`config.mk`:
```
export PLATFORM = sky130hd
export DESIGN_NAME = reg_file_alu_pipe
export DESIGN_NICKNAME = d
export VERILOG_FILES = /design/src/rtl/alu_pkg.sv /design/src/rtl/reg_file_mem.sv /design/src/rtl/reg_file_alu_pipe.sv
export SDC_FILE = /design/constraint.sdc
export NUM_CORES = 1
export LEC_CHECK = 0
export BUFFER_PORTS_ARGS = -buffer_cell sky130_fd_sc_hd__buf_2
export CORE_UTILIZATION = 60
export DETAILED_ROUTE_END_ITERATION = 8
export PLACE_DENSITY = 0.85
export RECOVER_POWER = 25
export SYNTH_ARGS = -nofsm -noshare
export SYNTH_HDL_FRONTEND = slang
export SYNTH_SLANG_ARGS = --single-unit
export TNS_END_PERCENT = 100
```
`constraint.sdc`:
```
create_clock -name CLK -period 9.7 [get_ports CLK]
set_clock_uncertainty 0.2 [all_clocks]
set_input_delay 2.425 -clock CLK [delete_from_list [all_inputs] [get_ports CLK]]
set_output_delay 2.425 -clock CLK [all_outputs]
set_load 0.1 [all_outputs]
```
`src/rtl/alu_pkg.sv`:
```
// Shared types for the pipelined register-file/ALU datapath: the ALU opcode
// set and the NZCV flag bundle registered alongside each result.
package alu_pkg;

    typedef enum logic [2:0] {
        ALU_ADD = 3'b000,
        ALU_SUB = 3'b001,
        ALU_AND = 3'b010,
        ALU_OR  = 3'b011,
        ALU_XOR = 3'b100,
        ALU_SLT = 3'b101,
        ALU_SLL = 3'b110,
        ALU_SRL = 3'b111
    } alu_op_e;

    typedef struct packed {
        logic Zero;
        logic Negative;
        logic Carry;
        logic Overflow;
    } alu_flags_t;

endpackage

```
`src/rtl/reg_file_mem.sv`:
```
// Register array with two asynchronous read ports, one synchronous write port
// and a synchronous active-low clear; register 0 can be hardwired to zero.
module reg_file_mem #(
    parameter int WIDTH    = 8,
    parameter int DEPTH    = 16,
    parameter int ZERO_REG = 1,
    parameter int AW       = $clog2(DEPTH)
) (
    input  logic             clk,
    input  logic             reset_n,
    input  logic             we,
    input  logic [AW-1:0]    wa,
    input  logic [WIDTH-1:0] wd,
    input  logic [AW-1:0]    ra1,
    input  logic [AW-1:0]    ra2,
    output logic [WIDTH-1:0] rd1,
    output logic [WIDTH-1:0] rd2
);

    logic [WIDTH-1:0] mem [DEPTH];

    always_comb begin
        rd1 = '0;
        rd2 = '0;
        if (!((ZERO_REG != 0) && (ra1 == '0))) begin
            rd1 = mem[ra1];
        end
        if (!((ZERO_REG != 0) && (ra2 == '0))) begin
            rd2 = mem[ra2];
        end
    end

    // Clear wins over a write landing on the same edge.
    always_ff @(posedge clk) begin
        if (!reset_n) begin
            for (int i = 0; i < DEPTH; i++) begin
                mem[i] <= '0;
            end
        end else if (we && !((ZERO_REG != 0) && (wa == '0))) begin
            mem[wa] <= wd;
        end
    end

endmodule

```
`src/rtl/reg_file_alu_pipe.sv`:
```
// Two-stage register-file/ALU pipeline: operand read, then execute/writeback,
// with an EX-result bypass so dependent operations can issue every cycle.
module reg_file_alu_pipe
    import alu_pkg::*;
#(
    parameter int WIDTH    = 8,
    parameter int DEPTH    = 16,
    parameter int ZERO_REG = 1,
    parameter int AW       = $clog2(DEPTH)
) (
    input  logic             CLK,
    input  logic             RESET_N,
    input  logic             in_valid,
    input  logic [AW-1:0]    RA1,
    input  logic [AW-1:0]    RA2,
    input  logic [AW-1:0]    WA,
    input  logic [WIDTH-1:0] immediate,
    input  logic             write_enable,
    input  logic             ALUSrc,
    input  logic [2:0]       ALUControl,
    output logic             out_valid,
    output logic [WIDTH-1:0] ALUResult,
    output logic [WIDTH-1:0] cpu_out,
    output logic             Zero,
    output logic             Negative,
    output logic             Carry,
    output logic             Overflow
);

    localparam int SHW = (WIDTH > 1) ? $clog2(WIDTH) : 1;

    logic             ex_valid;
    logic [WIDTH-1:0] ex_opa;
    logic [WIDTH-1:0] ex_regb;
    logic [WIDTH-1:0] ex_imm;
    logic             ex_alusrc;
    alu_op_e          ex_op;
    logic [AW-1:0]    ex_wa;
    logic             ex_we;

    logic [WIDTH-1:0] rd1;
    logic [WIDTH-1:0] rd2;
    logic [WIDTH-1:0] opa_next;
    logic [WIDTH-1:0] regb_next;
    logic             ex_commit;

    logic [WIDTH-1:0] alu_b;
    logic [WIDTH-1:0] alu_result;
    alu_flags_t       alu_flags;
    alu_flags_t       flags_q;

    logic [WIDTH:0]   sum_ext;
    logic [WIDTH:0]   diff_ext;
    logic [SHW-1:0]   shamt;

    assign ex_commit = ex_valid && ex_we && !((ZERO_REG != 0) && (ex_wa == '0));

    reg_file_mem #(
        .WIDTH    (WIDTH),
        .DEPTH    (DEPTH),
        .ZERO_REG (ZERO_REG),
        .AW       (AW)
    ) u_mem (
        .clk     (CLK),
        .reset_n (RESET_N),
        .we      (ex_commit),
        .wa      (ex_wa),
        .wd      (alu_result),
        .ra1     (RA1),
        .ra2     (RA2),
        .rd1     (rd1),
        .rd2     (rd2)
    );

    // The EX result is not in the array until this edge, so forward it.
    always_comb begin
        opa_next  = rd1;
        regb_next = rd2;
        if (ex_commit && (ex_wa == RA1)) begin
            opa_next = alu_result;
        end
        if (ex_commit && (ex_wa == RA2)) begin
            regb_next = alu_result;
        end
    end

    always_comb begin
        alu_b      = ex_alusrc ? ex_imm : ex_regb;
        sum_ext    = {1'b0, ex_opa} + {1'b0, alu_b};
        diff_ext   = {1'b0, ex_opa} - {1'b0, alu_b};
        shamt      = alu_b[SHW-1:0];
        alu_result = '0;
        alu_flags  = '0;
        case (ex_op)
            ALU_ADD: begin
                alu_result         = sum_ext[WIDTH-1:0];
                alu_flags.Carry    = sum_ext[WIDTH];
                alu_flags.Overflow = (ex_opa[WIDTH-1] == alu_b[WIDTH-1]) &&
                                     (sum_ext[WIDTH-1] != ex_opa[WIDTH-1]);
            end
            ALU_SUB: begin
                // Bit WIDTH of the extended difference is the borrow.
                alu_result         = diff_ext[WIDTH-1:0];
                alu_flags.Carry    = ~diff_ext[WIDTH];
                alu_flags.Overflow = (ex_opa[WIDTH-1] != alu_b[WIDTH-1]) &&
                                     (diff_ext[WIDTH-1] != ex_opa[WIDTH-1]);
            end
            ALU_AND: alu_result = ex_opa & alu_b;
            ALU_OR:  alu_result = ex_opa | alu_b;
            ALU_XOR: alu_result = ex_opa ^ alu_b;
            ALU_SLT: alu_result = {{(WIDTH-1){1'b0}}, ($signed(ex_opa) < $signed(alu_b))};
            ALU_SLL: alu_result = ex_opa << shamt;
            ALU_SRL: alu_result = ex_opa >> shamt;
            default: alu_result = '0;
        endcase
        alu_flags.Zero     = (alu_result == '0);
        alu_flags.Negative = alu_result[WIDTH-1];
    end

    always_ff @(posedge CLK) begin
        if (!RESET_N) begin
            ex_valid  <= 1'b0;
            ex_opa    <= '0;
            ex_regb   <= '0;
            ex_imm    <= '0;
            ex_alusrc <= 1'b0;
            ex_op     <= ALU_ADD;
            ex_wa     <= '0;
            ex_we     <= 1'b0;
            out_valid <= 1'b0;
            ALUResult <= '0;
            cpu_out   <= '0;
            flags_q   <= '0;
        end else begin
            ex_valid  <= in_valid;
            out_valid <= ex_valid;
            if (in_valid) begin
                ex_opa    <= opa_next;
                ex_regb   <= regb_next;
                ex_imm    <= immediate;
                ex_alusrc <= ALUSrc;
                ex_op     <= alu_op_e'(ALUControl);
                ex_wa     <= WA;
                ex_we     <= write_enable;
            end
            if (ex_valid) begin
                ALUResult <= alu_result;
                cpu_out   <= ex_regb;
                flags_q   <= alu_flags;
            end
        end
    end

    assign Zero     = flags_q.Zero;
    assign Negative = flags_q.Negative;
    assign Carry    = flags_q.Carry;
    assign Overflow = flags_q.Overflow;

endmodule

```
Word level (Yosys, flattened, before mapping)
Memory sizes are Yosys's and may differ from the RTL's. Index checks and enable logic that the tools add are counted.

Input bits: 28. Memories kept: 1. Output and inout port bits: 21. Bits in writable memories: 128. Bits in registers: 55. Logic and storage cells: 66.

Memory list: u_mem.mem (words 16, width 8, rd ports 2, clocked after memory_dff 0, wr ports 16, RTL line reg_file_mem.sv:20) `logic [WIDTH-1:0] mem [DEPTH];`.

Multiplexer cells: 14. Bitwise operators: 4. Reductions and logical operators: 14. Add/subtract/negate cells: 2. Eq/ne operators: 13. Shift operators: 2. Order comparisons: 1.

Operators by type and width (number): 8-bit case mux with 8 select lines (1); 8-bit 2-to-1 mux (6); 3-bit equality test, second input constant (4); 4-bit logical NOT (3); 8-bit by 8-bit adder with 9-bit output (1); 8-bit by 8-bit subtractor with 9-bit output (1); 8-bit bitwise AND (1); 4-bit equality test (2); 8-bit logical NOT (1); 8-bit < comparator (1); 8-bit OR (1); 8-bit OR reduction (1); 8-bit by 3-bit << shifter with 8-bit output (1); 8-bit by 3-bit >> shifter with 8-bit output (1); 8-bit XOR (1); 1-bit logical AND (7); 3-bit by 2-bit equality test with 1-bit output, second input constant (2); 1-bit 2-to-1 mux (5); 4-bit 2-to-1 mux (1); 2-bit case mux with 2 select lines (1); 3-bit by 1-bit equality test with 1-bit output, second input constant (1); 3-bit logical NOT (1); 1-bit inequality test (3); 1-bit equality test (1); 2 further kinds (2).

Logic depth before layout (Yosys ltp)
Gate-level depths: netlist (run 1).

Depth in word-level cells: 9. Depth in mapped cells: 16. Gate-level depth less buffers: 13.

By module
Synthesis (run 1) repeated with hierarchy kept, for this count alone.

Cell total of the unflattened synthesis: 910. Area, all modules: 10780.3 um^2.

By module, submodules not included: reg_file_mem (cells an instance 449, instances 1, area each 6713.9 um^2); reg_file_alu_pipe (cells an instance 461, instances 1, area each 4066.4 um^2).

Worst setup path before layout (run 1)
No wires, ideal clock.

Path type: input-to-reg. Start point: in RA1[0]. End point: reg ex_opa[7]. Buffers on the path: 2. Data arrival time: 4.638 ns. Slack: 4.746 ns. Stages: 7. Setup time: 0.116 ns. Cells stage by stage: clkbuf_1 -> buf_1 -> mux4_2 -> mux4_2 -> a21boi_0 -> o21ai_0 -> o211a_1.

Cells in the longest elaborated chain, start to end: 3.

RTL lines: from (decl) (RTL line reg_file_alu_pipe.sv:14) `input logic [AW-1:0] RA1,`; memory 16 x 8 bit (tied with other cells); 8-bit 2-to-1 mux / 1-bit logical AND (equally long branches) (RTL line reg_file_mem.sv:25, reg_file_alu_pipe.sv:79); 8-bit 2-to-1 mux (*) (RTL line reg_file_alu_pipe.sv:79) `if (ex_commit && (ex_wa == RA1)) begin`; to (signal assigned) (RTL line reg_file_alu_pipe.sv:138) `ex_opa <= opa_next;`; to (decl) (RTL line reg_file_alu_pipe.sv:33) `logic [WIDTH-1:0] ex_opa;`.

Mark *: on every way between the ends. The rest lies on a longest branch, timed or not. A chain may end at the register's enable or synchronous reset.

Worst setup path after layout (run 1)
Start point: in RESET_N. End point: reg ex_regb[2].

RTL lines: from (decl) (RTL line reg_file_alu_pipe.sv:12) `input logic RESET_N,`; to (signal assigned) (RTL line reg_file_alu_pipe.sv:139) `ex_regb <= regb_next;`; to (decl) (RTL line reg_file_alu_pipe.sv:34) `logic [WIDTH-1:0] ex_regb;`.

No word-level cell between the ends.

==> results.yml, run 1 <==
outcome:
  status: "finished, violations left"
  violations: "capacitance limit, slew limit"
worst_setup_path:
  path_class: "input port to flop"
  cp-end-kind: "flop"
  worstPathRequired_ns: 9.82
  worstPathMaxFanout: 46
  reg2reg_slack_ns: 4.83
  cp.arrival_ns: 5.60
  startpoint_type: "input port"
  reg2reg_from: "ex_alusrc$_SDFFE_PN0P_"
  regToRegEndpoint: "ex_opa[5]$_SDFFE_PN0P_"
  reg2regPathDepth: 10
sta:
  hold_viol_final: 0
  relSlewSlack_pct: -50.5
  final-setup-viol-count: 0
  rsz0062_at_grt: "false"
  setup_ws_ns: 4.22
  fin_crit_sh_pct: 56.5
  worst_pin_slew_ns: 2.26
  tns_ns: 0
  fmax_mhz: 182
  min_period_ns: 5.48
  slew_violations: 78
finish:
  num-fill-cells: 1205
  fin_util_pct: 67.5
  n_antenna_cell: 0
  layout.nets: 977
  drive_gt1_share_pct: 17.3
  synthToLayoutAreaGrowth_pct: 8.46
clock_network:
  root_buffer: "clkbuf_16"
  clock_sinks: 182
  cts_tree: "yes"
  worstSkewPairLatency_ns: 0.45
  path_clk_slew_ns: 0.07
  post_cts_buffers: 0
  hold_buffers: 0
  cts_buffer_depth: 2
  cts_htree_levels: 4
  post_cts_resized: 0
  numCtsBuffers: 17
place:
  dp_hpwl_mm: 19.8
  gp_congestion: 0.963
  io_buffers: 48
  pre_cts_ws_ns: 4.69
die:
  die_w_um: 134
  design.die.area_um2: 18000
  top_level_ports: 49
  die-height_um: 134
  num_rows: 47
  core_area_um2: 16800
  start_util_pct: 62.3
power:
  leakage_nw: 4.18
  irDropWorstVdd_uv: 154
  power_per_cell_area_nw_per_um2: 179
drt:
  routed-via-count: 8016
  via_per_inst: 6.94
  avgRoutedWirePerCell_um: 25.3
  remaining_drc_errors: 0
  antenna_left: 0
  first_pass_iters: 7
  finalWirelength_mm: 29.3
  dr.first_iter.drc_count: 1021
flow_run:
  maxCapViolCount: 2
yosys:
  avgSynthCellArea_um2: 11.5
  synth-async-reset-ratio_pct: 0
  synth_cell_types: 71
  ys_seq_elements: 182
  yosys_warnings: 0
  seq_area_frac_synth_pct: 47.0
  synth_ff_type: "edfxtp_1"
  syn_inst: 913
  synth_area_um2: 10500
  synth_edf_count: 128
global_route:
  antenna_found_initial: 0
  grt_overflow: 0
  first_global_vias: 7674
  grt_pass1_wl_mm: 44.9
  track_usage_pct: 34.2
  grt_max_degree: 51
hold_path:
  hold_depth: 2
  min_path_type: "flop to flop"
  min_to: "Overflow$_SDFFE_PN0P_"
  hold_start: "Overflow$_SDFFE_PN0P_"
[layer usage]
| layer | vias up | track usage, % | wire length (µm) |
|---|---|---|---|
| met4 | 0 | 20.2 | 1640 |
| met5 | - | 0 | 0 |
| met2 | 600 | 54.1 | 14100 |
| li1 | 3426 | - | - |
| met3 | 107 | 6.92 | 3170 |
| met1 | 3883 | 44.0 | 10300 |
[cell usage in the layout (no fill, tap or decap), types with 9 or more instances in the layout]
cell	netlist	routed
mux2i_1	38	38
o21ai_0	25	25
nand3_1	11	11
a211oi_1	15	15
inv_1	29	29
nor3_1	11	11
nor2_1	187	187
buf_2	7	26
clkbuf_1	45	23
ha_1	25	25
a21oi_1	29	29
clkbuf_16	0	20
dfxtp_1	54	54
edfxtp_1	128	128
mux4_2	82	82
nor2b_1	9	9
nand2_1	60	60
[synth_stat cells (4+ instances only)]
cell type,number,share of area (%)
xnor2_1,4,0.33
a221oi_1,4,0.33
mux2i_1,38,3.6
o211a_1,4,0.38
nor2b_1,9,0.54
nand2_1,60,2.2
a2bb2oi_1,8,0.67
nor3_1,11,0.53
and2_1,5,0.30
nand3_1,11,0.53
clkbuf_1,45,1.6
nor2_1,187,6.7
a31oi_1,6,0.36
a21boi_0,4,0.29
nand4_1,6,0.36
xor2_1,8,0.67
a21oi_1,29,1.4
o211ai_1,4,0.29
edfxtp_1,128,37
inv_1,29,1.0
ha_1,25,3.0
nor4_1,4,0.24
a211oi_1,15,1.1
dfxtp_1,54,10
buf_2,7,0.33
mux4_2,82,18
nand2b_1,8,0.48
o21ai_0,25,1.2
a21o_1,4,0.29
buf_1,18,0.65
o31ai_1,4,0.29
o22ai_1,6,0.36
[critical path, cell delays in order]
cell      delay (ns)
clkbuf_1        1.16
clkinv_1        0.50
clkbuf_1        0.95
a211oi_1        0.53
[final cells by class]
class	instances	area [µm²]	area share [%]
multi-input combinational	633	5160	45.4
inverter	33	124	1.09
clock buffer	20	500	4.41
tap	220	275	2.42
clock inverter	12	113	0.991
timing repair buffer	55	262	2.30
sequential	182	4920	43.4
[sequential cells by signal (all words and copies together), names as in the netlist]
register   count
out_valid      1
ex_op          3
ex_valid       1
u_mem.mem    128
ex_alusrc      1
ex_imm         8
ex_we          1
Carry          1
ex_regb        8
cpu_out        8
Overflow       1
Zero           1
ex_opa         8
ex_wa          4
ALUResult      8
[kinds of logic after synthesis]
kind of cell	count (synthesis)	share of synthesized area, %
buf+inv	105	3.95
compound gates	145	9.72
other cells	1	0.0358
xor+xnor	12	1.00
simple gates	319	13.2
flops	182	47.0
fa+ha+maj	27	3.37
mux	122	21.7
[worst max path at each step]
stage,from,endpoint,cells past startpoint
after floorplan,RA1[0],ex_opa[7]$_SDFFE_PN0P_,7
after global placement,RESET_N,u_mem.mem[14][4]$_SDFFCE_PN0P_,5
after detailed placement,RA1[1],ex_opa[4]$_SDFFE_PN0P_,9
after CTS,ex_alusrc$_SDFFE_PN0P_,ex_opa[5]$_SDFFE_PN0P_,10
after global routing,RESET_N,ex_regb[2]$_SDFFE_PN0P_,4
final,RESET_N,ex_regb[2]$_SDFFE_PN0P_,4
[stage by stage]
| step | hold slack, ns | instance area (µm²) | cells | power (mW) |
|---|---|---|---|---|
| after floorplan | 0.260 | 10500 | 920 | 1.21 |
| after global placement | 0.253 | 10800 | 1123 | 1.31 |
| after detailed placement | 0.259 | 10800 | 1123 | 1.32 |
| after CTS | 0.276 | 11400 | 1155 | 2.02 |
| after global routing | 0.312 | 11400 | 1155 | 2.08 |
| final | 0.276 | 11400 | 1155 | 2.03 |
[power breakdown]
part	switching, mW	internal [mW]	leakage (nW)	total (mW)
clock	0.324	0.386	0.306	0.710
combinational	0.275	0.142	2.11	0.418
sequential	0.0368	0.864	1.76	0.901
total	0.636	1.39	4.18	2.03
No activity file was read; power rests on OpenSTA's default activity.
==> run 2, diff against run 1 <==
--- a/config.mk
+++ b/config.mk
@@ -6,9 +6,9 @@
 export NUM_CORES = 1
 export LEC_CHECK = 0
 export BUFFER_PORTS_ARGS = -buffer_cell sky130_fd_sc_hd__buf_2
-export CORE_UTILIZATION = 60
+export CORE_UTILIZATION = 56
 export DETAILED_ROUTE_END_ITERATION = 8
-export PLACE_DENSITY = 0.85
+export PLACE_DENSITY = 0.84
 export RECOVER_POWER = 25
 export SYNTH_ARGS = -nofsm -noshare
 export SYNTH_HDL_FRONTEND = slang
==> constraint.sdc (replaced) <==
create_clock -name CLK -period 4.9 [get_ports CLK]
set_clock_uncertainty 0.2 [all_clocks]
set_input_delay 1.225 -clock CLK [delete_from_list [all_inputs] [get_ports CLK]]
set_output_delay 1.225 -clock CLK [all_outputs]
set_load 0.1 [all_outputs]
==> run 2 against run 1 <==
  * The flow finishes with violations (DRC, capacitance limit, slew limit)
  * Clock power up 83%
  * Non-clock buffer count up 11
  * Register-to-register slack worse by 4.0 ns
  * Setup slack worse by 3.4 ns
  * Critical path depth up 1
  * Die area up 7.0%
  * Sequential power up 98%
  * Final area up 0.42%
  * Flip-flop and latch count unchanged
  * Critical endpoint unchanged
  * Largest cell class unchanged
  * Largest power group unchanged
==> results.yml, run 2 (synthesized netlist as in run 1, its figures left out) <==
finish:
  n_antenna_cell: 0
  layoutNonFillerInstCount: 1175
  layout.nets: 988
  largest_reg_flops: 128
  final_cell_mix: "nor2_1, edfxtp_1, mux4_2, nand2_1, dfxtp_1"
  layout_commonest_cell: "nor2_1"
  synthToLayoutAreaGrowth_pct: 8.91
  top_register: "u_mem.mem"
  drive_gt1_share_pct: 17.9
  fin_util_pct: 62.9
  design_area_um2: 11400
global_route:
  grt_max_degree: 51
  antenna_found_initial: 0
  grt_overflow: 0
  first_global_vias: 7682
  grt_pass1_wl_mm: 44.5
  track_usage_pct: 30.8
drt:
  dr.first_iter.drc_count: 947
  avgRoutedWirePerCell_um: 24.3
  via_per_inst: 6.82
  antenna_left: 0
  finalWirelength_mm: 28.5
  remaining_drc_errors: 8
  routed-via-count: 8011
  first_pass_iters: 8
worst_setup_path:
  reg2reg_from: "ex_alusrc$_SDFFE_PN0P_"
  worstPathRequired_ns: 5.06
  cp_cell_sequence: "clkbuf_1 -> clkbuf_1 -> clkinv_1 -> clkbuf_1 -> a211oi_1"
  worstPathMaxFanout: 29
  regToRegEndpoint: "ex_regb[7]$_SDFFE_PN0P_"
  reg2reg_slack_ns: 0.86
  cp.arrival_ns: 4.28
  crit_path_end: "ex_regb[2]$_SDFFE_PN0P_"
  cp-end-kind: "flop"
  crit_slowest_cell: "clkbuf_1"
  reg2regPathDepth: 11
  cp_common_cell: "clkbuf_1"
  startpoint_type: "input port"
  crit_start: "RESET_N"
  max_stage_delay_ns: 1.17
  path_class: "input port to flop"
power:
  power_frac_seq_pct: 45.4
  power.switching_mw: 1.25
  power_per_cell_area_nw_per_um2: 344
  power.internal_mw: 2.67
  comb_power_share_pct: 21.5
  leakage_nw: 4.20
  irDropWorstVdd_uv: 312
  netSwitchingFraction_pct: 31.8
  clock_power_share_pct: 33.2
  power_mw: 3.92
die:
  start_util_pct: 57.7
  die-height_um: 139
  die_w_um: 139
  top_level_ports: 49
  num_rows: 49
  core_area_um2: 18100
  design.die.area_um2: 19300
clock_network:
  cts_tree: "yes"
  cts_htree_levels: 4
  clock_sinks: 182
  cts_buffer_depth: 2
  numCtsBuffers: 17
  path_clk_slew_ns: 0.07
  post_cts_buffers: 0
  post_cts_resized: 0
  worstSkewPairLatency_ns: 0.45
  root_buffer: "clkbuf_16"
  hold_buffers: 0
outcome:
  violations: "DRC, capacitance limit, slew limit"
  status: "finished, violations left"
sta:
  min_period_ns: 4.12
  setup_ws_ns: 0.777
  slew_violations: 30
  fin_crit_sh_pct: 84.1
  hold_viol_final: 0
  tns_ns: 0
  fmax_mhz: 243
  worst_pin_slew_ns: 1.59
  whs_ns: 0.278
  rsz0062_at_grt: "false"
  relSlewSlack_pct: -5.81
  final-setup-viol-count: 0
place:
  placedCellCount: 1143
  io_buffers: 48
  gp_congestion: 0.966
  placed_cell_area_um2: 10900
  dp_hpwl_mm: 20.1
  pre_cts_ws_ns: 1.06
hold_path:
  min_path_type: "flop to flop"
flow_run:
  maxCapViolCount: 1
run 2: layout make-up:
cell class	count	area, µm²
Multi-Input combinational cell	633	5160
Sequential cell	182	4920
Clock inverter	13	113
Tap cell	229	287
Inverter	33	124
Timing Repair Buffer	66	365
Fill cell	1380	6740
Clock buffer	19	433
run 2: worst min path at each step:
stage / from / endpoint / depth (start not counted)
after floorplan: ex_imm[2]$_SDFFE_PN0P_ / ex_imm[2]$_SDFFE_PN0P_ / 2
after global placement: Overflow$_SDFFE_PN0P_ / Overflow$_SDFFE_PN0P_ / 2
after detailed placement: ALUResult[2]$_SDFFE_PN0P_ / ALUResult[2]$_SDFFE_PN0P_ / 2
after CTS: ALUResult[2]$_SDFFE_PN0P_ / ALUResult[2]$_SDFFE_PN0P_ / 2
after global routing: ALUResult[2]$_SDFFE_PN0P_ / ALUResult[2]$_SDFFE_PN0P_ / 2
final: ALUResult[2]$_SDFFE_PN0P_ / ALUResult[2]$_SDFFE_PN0P_ / 2
run 2: worst max-delay path, delay by kind of cell:
kind	cells	cell delay (ns)
compound gates	1	0.23
buf+inv	4	2.82
run 2: power by group through the flow:
stage / Clock, mW / Combinational (mW) / Sequential, mW
after floorplan: 0 / 0.550 / 1.84
after global placement: 0 / 0.802 / 1.80
after detailed placement: 0 / 0.817 / 1.81
after CTS: 1.31 / 0.824 / 1.77
after global routing: 1.36 / 0.888 / 1.79
final: 1.30 / 0.841 / 1.78
run 2: routing by layer:
layer	vias up	routed length [µm]	GRT usage [%]
met5	-	0	0
met4	0	1590	17.1
met3	116	2870	7.29
met2	525	13700	49.4
met1	3930	10400	38.8
li1	3440	-	-
==> run 3, diff against run 2 <==
==> constraint.sdc (replaced) <==
create_clock -name CLK -period 3.55 [get_ports CLK]
set_clock_uncertainty 0.2 [all_clocks]
set_input_delay 0.8875 -clock CLK [delete_from_list [all_inputs] [get_ports CLK]]
set_output_delay 0.8875 -clock CLK [all_outputs]
set_load 0.1 [all_outputs]
==> run 3 against run 2 <==
  * The flow finishes with violations (capacitance limit, slew limit)
  * Clock power increased by 41%
  * Die area is the same
  * Final cell count increased by 5.2%
  * Via count grew 6.3%
  * Critical path depth rose by 1
  * Non-clock buffer count is 61 higher
==> results.yml, run 3 (synthesized netlist as in run 1, its figures left out) <==
power:
  power.internal_mw: 3.85
  netSwitchingFraction_pct: 31.7
  leakage_nw: 4.53
  power_per_cell_area_nw_per_um2: 470
  comb_power_share_pct: 24.3
  power.switching_mw: 1.79
  power_frac_seq_pct: 43.2
  irDropWorstVdd_uv: 416
  clock_power_share_pct: 32.5
worst_setup_path:
  startpoint_type: "input port"
  cp.arrival_ns: 3.58
  worstPathRequired_ns: 3.72
  cp-end-kind: "flop"
  path_class: "input port to flop"
  reg2reg_slack_ns: 0.15
  worstPathMaxFanout: 28
finish:
  top_register: "u_mem.mem"
  synthToLayoutAreaGrowth_pct: 14.7
  largest_reg_flops: 128
  layoutNonFillerInstCount: 1236
  layout.nets: 1049
  final_cell_mix: "nor2_1, edfxtp_1, mux4_2, buf_4, nand2_1"
  layout_commonest_cell: "nor2_1"
  num-fill-cells: 1292
  drive_gt1_share_pct: 24.2
  n_antenna_cell: 0
  fin_util_pct: 66.2
sta:
  min_period_ns: 3.41
  final-setup-viol-count: 0
  rsz0062_at_grt: "false"
  relSlewSlack_pct: -1.62
  worst_pin_slew_ns: 1.52
  tns_ns: 0
  hold_viol_final: 0
  fmax_mhz: 293
  slew_violations: 29
  whs_ns: 0.295
  fin_crit_sh_pct: 96.0
global_route:
  first_global_vias: 8298
  antenna_found_initial: 1
  grt_overflow: 0
  track_usage_pct: 34.8
  grt_max_degree: 36
  grt_pass1_wl_mm: 49.6
die:
  die-height_um: 139
  start_util_pct: 57.7
  core_area_um2: 18100
  die_w_um: 139
  design.die.area_um2: 19300
  num_rows: 49
  top_level_ports: 49
clock_network:
  path_clk_slew_ns: 0.08
  hold_buffers: 0
  cts_buffer_depth: 2
  root_buffer: "clkbuf_16"
  worstSkewPairLatency_ns: 0.44
  clock_sinks: 182
  cts_tree: "yes"
  cts_htree_levels: 4
  numCtsBuffers: 17
drt:
  remaining_drc_errors: 0
  finalWirelength_mm: 32.3
  dr.first_iter.drc_count: 1318
  avgRoutedWirePerCell_um: 26.2
  routed-via-count: 8512
  first_pass_iters: 6
  via_per_inst: 6.89
  antenna_left: 0
outcome:
  status: "finished, violations left"
  violations: "capacitance limit, slew limit"
place:
  gp_congestion: 0.984
  dp_hpwl_mm: 23.0
  io_buffers: 48
  placedCellCount: 1203
flow_run:
  maxCapViolCount: 1
hold_path:
  min_path_type: "flop to flop"
==> run 3: repair_timing <==
action | in CTS | in global routing
setup endpoints to repair | 6 | 67
buffers inserted | 0 | 1
gates resized for setup | 2 | 5
gates cloned | 0 | 0
pin swaps | 0 | 1
==> run 3: path summary, 6_finish.rpt <==
kind	depth (start not counted)	end	start
worst min-delay path	2	ALUResult[2]$_SDFFE_PN0P_	ALUResult[2]$_SDFFE_PN0P_
worst max-delay path	6	cpu_out[3]$_SDFFE_PN0P_	RESET_N
worst max register to register	10	u_mem.mem[8][7]$_SDFFCE_PN0P_	ex_alusrc$_SDFFE_PN0P_
worst min register to register	2	ALUResult[2]$_SDFFE_PN0P_	ALUResult[2]$_SDFFE_PN0P_
==> run 3: per-layer routing <==
layer | vias up | track usage [%] | share of wire, %
met5 | - | 0 | 0.040
met1 | 4104 | 42.8 | 35
li1 | 3578 | - | -
met2 | 672 | 58.2 | 49
met3 | 156 | 6.11 | 10
met4 | 2 | 20.5 | 6.1
==> run 3: metrics by stage <==
stage          power (mW)  worst slack, ns  area [µm²]
4_1_cts              5.58           0.0206       12000
2_1_floorplan        3.30          -0.0159       10500
3_5_place_dp         3.79           0.0269       11400
3_3_place_gp         3.75         -0.00221       11400
5_1_grt              5.78           0.0128       12000
6_report             5.64            0.140       12000
==> run 3: worst max-delay path: stages <==
cell      delay [ns]
clkbuf_1        0.21
clkbuf_1        1.14
clkinv_1        0.40
buf_4           0.37
clkbuf_2        0.34
nor2_1          0.21
==> run 3: final cells by class <==
type | count | area (µm²) | share of cell area, %
clock buffer | 18 | 439 | 3.65
inverter | 33 | 124 | 1.03
timing repair buffer | 127 | 903 | 7.52
sequential | 182 | 4930 | 41.0
tap | 229 | 287 | 2.38
clock inverter | 14 | 131 | 1.09
multi-input combinational | 633 | 5200 | 43.3
==> run 3: power by group through the flow <==
| stage | sequential [mW] | combinational [mW] | clock (mW) |
|---|---|---|---|
| after detailed placement | 2.48 | 1.31 | 0 |
| final | 2.44 | 1.37 | 1.83 |
| after global placement | 2.47 | 1.29 | 0 |
| after CTS | 2.44 | 1.32 | 1.82 |
| after floorplan | 2.53 | 0.771 | 0 |
| after global routing | 2.45 | 1.43 | 1.90 |
